## src/rtl/tqvp_prism_infilt.sv

```systemverilog
// PRISM input conditioner: per-channel polarity inversion, programmable glitch filter,
// registered edge pulses and sticky edge flags with a level interrupt, on the TinyQV
// peripheral register bus.
module tqvp_prism_infilt #(
    parameter int unsigned WIDTH = 8,
    parameter int unsigned CNT_W = 4
) (
    input  logic             clk,
    input  logic             rst,
    input  logic [WIDTH-1:0] pin_in,
    input  logic [5:0]       address,
    input  logic [31:0]      data_in,
    input  logic [1:0]       data_write_n,
    output logic [31:0]      data_out,
    output logic [WIDTH-1:0] filt_out,
    output logic [WIDTH-1:0] rise_pulse,
    output logic [WIDTH-1:0] fall_pulse,
    output logic             irq
);

    localparam logic [5:0] AddrCtrl   = 6'h00;
    localparam logic [5:0] AddrStatus = 6'h04;
    localparam logic [5:0] AddrIe     = 6'h08;

    logic                        wr_en;
    logic                        ctrl_wr;
    logic                        status_wr;
    logic                        ie_wr;

    logic [WIDTH-1:0]            filt_en_q;
    logic [WIDTH-1:0]            invert_q;
    logic [CNT_W-1:0]            thresh_q;
    logic [WIDTH-1:0]            rise_ie_q;
    logic [WIDTH-1:0]            fall_ie_q;

    logic [WIDTH-1:0]            raw;
    logic [WIDTH-1:0]            filt_q;
    logic [WIDTH-1:0]            filt_d;
    logic [WIDTH-1:0][CNT_W-1:0] cnt_q;
    logic [WIDTH-1:0][CNT_W-1:0] cnt_d;
    logic [WIDTH-1:0]            rise_q;
    logic [WIDTH-1:0]            rise_d;
    logic [WIDTH-1:0]            fall_q;
    logic [WIDTH-1:0]            fall_d;
    logic [WIDTH-1:0]            rise_flag_q;
    logic [WIDTH-1:0]            rise_flag_d;
    logic [WIDTH-1:0]            fall_flag_q;
    logic [WIDTH-1:0]            fall_flag_d;
    logic [WIDTH-1:0]            rise_clr;
    logic [WIDTH-1:0]            fall_clr;

    // Only full 32-bit writes commit.
    assign wr_en     = (data_write_n == 2'b10);
    assign ctrl_wr   = wr_en && (address == AddrCtrl);
    assign status_wr = wr_en && (address == AddrStatus);
    assign ie_wr     = wr_en && (address == AddrIe);

    assign raw = pin_in ^ invert_q;

    // Configuration registers: CTRL and IE.
    always_ff @(posedge clk or posedge rst) begin
        if (rst) begin
            filt_en_q <= '0;
            invert_q  <= '0;
            thresh_q  <= '0;
            rise_ie_q <= '0;
            fall_ie_q <= '0;
        end else begin
            if (ctrl_wr) begin
                filt_en_q <= data_in[WIDTH-1:0];
                invert_q  <= data_in[8 +: WIDTH];
                thresh_q  <= data_in[16 +: CNT_W];
            end
            if (ie_wr) begin
                rise_ie_q <= data_in[WIDTH-1:0];
                fall_ie_q <= data_in[8 +: WIDTH];
            end
        end
    end

    // Per-channel stability filter; a CTRL write restarts every count without touching levels.
    always_comb begin
        filt_d = filt_q;
        cnt_d  = cnt_q;
        for (int i = 0; i < int'(WIDTH); i++) begin
            if (!filt_en_q[i]) begin
                filt_d[i] = raw[i];
                cnt_d[i]  = '0;
            end else if (ctrl_wr || (raw[i] == filt_q[i])) begin
                cnt_d[i]  = '0;
            end else if (cnt_q[i] == thresh_q) begin
                filt_d[i] = raw[i];
                cnt_d[i]  = '0;
            end else begin
                cnt_d[i]  = cnt_q[i] + CNT_W'(1);
            end
        end
    end

    // Edge pulses line up with the cycle the filtered level changes; flags are set-dominant W1C.
    always_comb begin
        rise_d      = filt_d & ~filt_q;
        fall_d      = ~filt_d & filt_q;
        rise_clr    = {WIDTH{status_wr}} & data_in[8 +: WIDTH];
        fall_clr    = {WIDTH{status_wr}} & data_in[16 +: WIDTH];
        rise_flag_d = (rise_flag_q & ~rise_clr) | rise_q;
        fall_flag_d = (fall_flag_q & ~fall_clr) | fall_q;
    end

    // Filter, pulse and flag state.
    always_ff @(posedge clk or posedge rst) begin
        if (rst) begin
            filt_q      <= '0;
            cnt_q       <= '0;
            rise_q      <= '0;
            fall_q      <= '0;
            rise_flag_q <= '0;
            fall_flag_q <= '0;
        end else begin
            filt_q      <= filt_d;
            cnt_q       <= cnt_d;
            rise_q      <= rise_d;
            fall_q      <= fall_d;
            rise_flag_q <= rise_flag_d;
            fall_flag_q <= fall_flag_d;
        end
    end

    // Combinational read mux; unmapped addresses read as zero.
    always_comb begin
        data_out = '0;
        case (address)
            AddrCtrl: begin
                data_out[WIDTH-1:0]   = filt_en_q;
                data_out[8 +: WIDTH]  = invert_q;
                data_out[16 +: CNT_W] = thresh_q;
            end
            AddrStatus: begin
                data_out[WIDTH-1:0]   = filt_q;
                data_out[8 +: WIDTH]  = rise_flag_q;
                data_out[16 +: WIDTH] = fall_flag_q;
            end
            AddrIe: begin
                data_out[WIDTH-1:0]   = rise_ie_q;
                data_out[8 +: WIDTH]  = fall_ie_q;
            end
            default: data_out = '0;
        endcase
    end

    assign filt_out   = filt_q;
    assign rise_pulse = rise_q;
    assign fall_pulse = fall_q;
    assign irq        = |((rise_flag_q & rise_ie_q) | (fall_flag_q & fall_ie_q));

endmodule

```

## config.mk

```make
export PLATFORM = sky130hd
export DESIGN_NAME = tqvp_prism_infilt
export DESIGN_NICKNAME = d
export VERILOG_FILES = /design/src/rtl/tqvp_prism_infilt.sv
export SDC_FILE = /design/constraint.sdc
export NUM_CORES = 1
export LEC_CHECK = 0
export CAP_MARGIN = 20
export CORE_UTILIZATION = 45
export CTS_CLUSTER_SIZE = 20
export DETAILED_ROUTE_END_ITERATION = 10
export PLACE_DENSITY = 0.8
export SLEW_MARGIN = 40
export SYNTH_ARGS = -nofsm -noshare
export SYNTH_HDL_FRONTEND = slang
export SYNTH_SLANG_ARGS = --single-unit
export TNS_END_PERCENT = 30
```

## constraint.sdc

```tcl
create_clock -name clk -period 4.4 [get_ports clk]
set_clock_uncertainty 0.15 [all_clocks]
set_input_delay 0.88 -clock clk [delete_from_list [all_inputs] [get_ports clk]]
set_output_delay 0.88 -clock clk [all_outputs]
set_load 0.01 [all_outputs]
```

==> summary.txt <==
Run status
  – Outcome: finished clean

Layout
  – Layout area overhead: 26.02%
  – N_diodes: 0
  – Share of cells above drive strength 1: 0.07807
  – Fill count: 922
  – Fin nets: 656
  – Final Cell Area: 0.006556 sq mm
  – Cell Count, Final, Fillers Out: 742

Detailed routing
  – Post-DRT Antenna Nets: 0
  – Post-DR vias/cell: 5.301
  – Vias: 3933
  – Drt drc: 0
  – DRT Wirelength: 12300 um
  – Drt pass-1 iters: 6
  – Post-detailed-route wirelength per cell: 16.58 um
  – 1st-iter DRT viols: 162

Clock tree
  – Clk slew on worst S/H paths: 0.07 ns
  – Post-CTS sizing: 0
  – Post-CTS Setup Repair Bufs: 0
  – CTS tree: done
  – TritonCTS Buffers: 9
  – Clk buf depth: 2
  – H-tree depth: 3
  – Clock insertion delay at the later pin of the skew report: 0.34 ns
  – Hold Buf Count CTS: 0
  – Root buffer cell: clkbuf_16
  – Clock Sinks: 108

Die
  – Core region area: 0.01103 sq mm
  – Die area: 0.01199 sq mm
  – Die width: 109.5 um
  – IO Count: 107
  – Num rows: 38
  – Chip height: 109.5 um
  – Initial Util: 0.4716

Hold path
  – HP Class: register to register

Timing
  – Final setup TNS: 0 ns
  – Max-slew violation total from the final report: 0
  – Final hold violations: 0
  – Tmin final: 4.100 ns
  – Fin crit share: 0.9317
  – Final setup viols: 0
  – Max Fclk: 0.2439 GHz
  – Max-Slew Margin vs Limit: 0.5682
  – Worst hold slack: 0.3070 ns
  – Worst Tran Pin Value: 0.6477 ns
  – RSZ-0062 raised after global routing: false

Worst setup path
  – Most frequent CP cell: clkdlybuf4s50_1
  – Worst endpoint data arrival time: 3.07 ns
  – Crit path kind: input port to primary output
  – R2r setup slk: 2.66 ns
  – Max stage delay cell, worst path: clkdlybuf4s50_1
  – Worst R2R Start: thresh_q[0]
  – Reg2Reg Depth: 4
  – Critical-path cell list: clkdlybuf4s50_1 -> nor4_2 -> nand2_1 -> nor2_1 -> a22o_1 -> clkdlybuf4s50_1
  – Max FO, Critical Path: 7
  – Crit start category: input port
  – Worst r2r dst: filt_out[3]
  – Worst Setup SP: address[1]
  – Slowest Stage Delay on Critical Path: 0.54 ns
  – Setup crit end: data_out[16]
  – CP Capture Type: primary output
  – Critical Path RT: 3.37 ns

Power
  – Pwr Total: 0.002294 W
  – Static leakage: 2.807 nW
  – P_sw: 0.0005994 W
  – Pwr/cell area: 350.0 mW/mm^2
  – Peak supply drop: 0.2452 mV
  – Internal power: 0.001695 W
  – Clock power frac: 0.351
  – Sequential Power Share: 0.494
  – Proportion of power drawn by combinational gates: 0.155
  – Switching share of total power: 0.2612

Run
  – Max cap viols: 0

Placed design
  – Final GP Congestion: 0.7962
  – DP HPWL: 8686 um
  – Placed cell count: 727
  – DP Area: 0.006257 sq mm
  – I/O Buffers: 90

Logic synthesis
  – Yosys top cell by area: dfrtp_1
  – Synth area leaders: dfrtp_1 (52%), xnor2_1 (9.4%), nand2_1 (7.4%)
  – Area share of and/or/nand/nor cells after synthesis: 0.1616
  – Largest family of logic cells by synthesized area: simple AND/OR/NAND/NOR gates
  – Yosys Warn Count: 0
  – Cells after Synth: 504
  – Post-Syn Area per Cell: 10.32 sq um
  – Yosys reg bits: 108
  – Xor/xnor cell area share of the yosys netlist: 0.1077
  – Post-synthesis mux area share: 0.08081
  – Area share of fa/ha/maj cells after synthesis: 0.01924
  – Seq/Total Area, Yosys: 0.5195
  – Synth cell types: 31
  – Synth top area share: 0.5195
  – Fraction of the mapped netlist area in compound gates: 0.07023
  – Mapped Area: 0.005202 sq mm

Global route
  – Tot GR Track Use: 0.2179
  – Antenna violations before repair: 0
  – GRT overflow: 0
  – Pin count of the biggest net entering global routing: 54
  – First-pass GRT wire length: 19520 um
  – Vias in the first global route: 4009
-- layer usage --
metal  track usage  routed length, um  up-vias
met3       0.04327                605       16
li1              -                  -     1858
met1        0.2772               5349     1947
met5             0                  0        -
met2        0.3774               6178      112
met4       0.06095                165        0
-- logic make-up (layout without fill, tap and decap cells) --
| family | count (synthesis) | count (layout) |
|---|---|---|
| adder cells (fa/ha/maj) | 8 | 8 |
| multiplexers | 40 | 40 |
| XOR/XNOR | 64 | 64 |
| flip-flops | 108 | 108 |
| AO/OA/AOI/OAI | 52 | 52 |
| AND/OR/NAND/NOR | 188 | 188 |
| other | 1 | 8 |
| buffers and inverters | 43 | 134 |
-- synthesized netlist by cell type, drive strengths merged --
cell type  count
nand3          8
xor2           8
inv           19
conb           1
mux2          16
a22o           8
a21o          16
nand2b         1
clkbuf        10
xnor2         56
mux2i         24
ha             8
buf           14
or4            1
dfrtp        108
nor2          41
a221oi         4
nor3          10
nor4           2
nand4         17
nand2        102
o21a           8
nor4b          1
o21ai         16
and2           5
-- layout by cell type, fill, tap and decap left out, types with 5 or more instances in the layout --
cell,Yosys,layout
dfrtp_1,108,108
nand2_1,102,102
clkdlybuf4s50_1,0,90
xnor2_1,56,56
nor2_1,41,41
mux2i_1,24,24
inv_1,19,18
nand4_1,17,17
mux2_2,16,16
o21ai_0,16,16
a21o_1,16,16
clkbuf_16,0,9
buf_4,8,9
a22o_1,8,8
o21a_1,8,8
nor3_1,8,8
nand3_1,8,8
xor2_1,8,8
ha_1,8,8
conb_1,1,8
and2_1,5,5
-- worst min path at each step --
| stage | startpoint | cells past startpoint | slack, ns | end |
|---|---|---|---|---|
| floorplan | fall_flag_q[4] | 1 | 0.31 | fall_flag_q[4] |
| global placement | rise_pulse[0] | 1 | 0.28 | rise_flag_q[0] |
| detailed placement | rise_pulse[7] | 1 | 0.29 | rise_flag_q[7] |
| CTS | rise_pulse[7] | 1 | 0.31 | rise_flag_q[7] |
| global route | rise_pulse[2] | 1 | 0.32 | rise_flag_q[2] |
| finish | rise_pulse[7] | 1 | 0.31 | rise_flag_q[7] |
-- state kept, by name (all words and copies together) (netlist names) --
signal and count:
filt_out 8, rise_ie_q 8, fall_ie_q 8, fall_flag_q 8, fall_pulse 8, thresh_q 4, rise_pulse 8, filt_en_q 8
cnt_q 32, rise_flag_q 8, invert_q 8
-- worst max-delay path, delay by kind of cell --
family                 cells  cell delay [ns]
AOI/OAI and AO/OA          1             0.23
buffers and inverters      2             0.98
and+or+nand+nor            3             0.98
-- cell type report --
class,instances,area [sq um],share of cell area
multi-input cells,360,2317,0.3534
flip-flops and latches,108,2703,0.4122
clock inverters,6,73.82,0.01126
inverters,19,73.82,0.01126
well taps,140,175.2,0.02672
clock buffers,9,225.2,0.03435
repair buffers,100,988.4,0.1508
-- through the flow --
step / worst slack [ns] / util
floorplan: 0.5244 / -
global placement: 0.3219 / 0.5673
detailed placement: 0.2997 / 0.5673
CTS: 0.2916 / 0.5944
global route: 0.1808 / 0.5944
finish: 0.3005 / 0.5944
-- power groups by stage --
| stage | Sequential, W | Clock (W) | Combinational [W] |
|---|---|---|---|
| global placement | 0.00115 | 0 | 0.000349 |
| finish | 0.00113 | 0.000805 | 0.000355 |
| CTS | 0.00113 | 0.000822 | 0.000359 |
| detailed placement | 0.00115 | 0 | 0.000357 |
| floorplan | 0.00114 | 0 | 0.000195 |
| global route | 0.00114 | 0.000856 | 0.000389 |
Note: power is estimated with default switching activity, not from simulation.
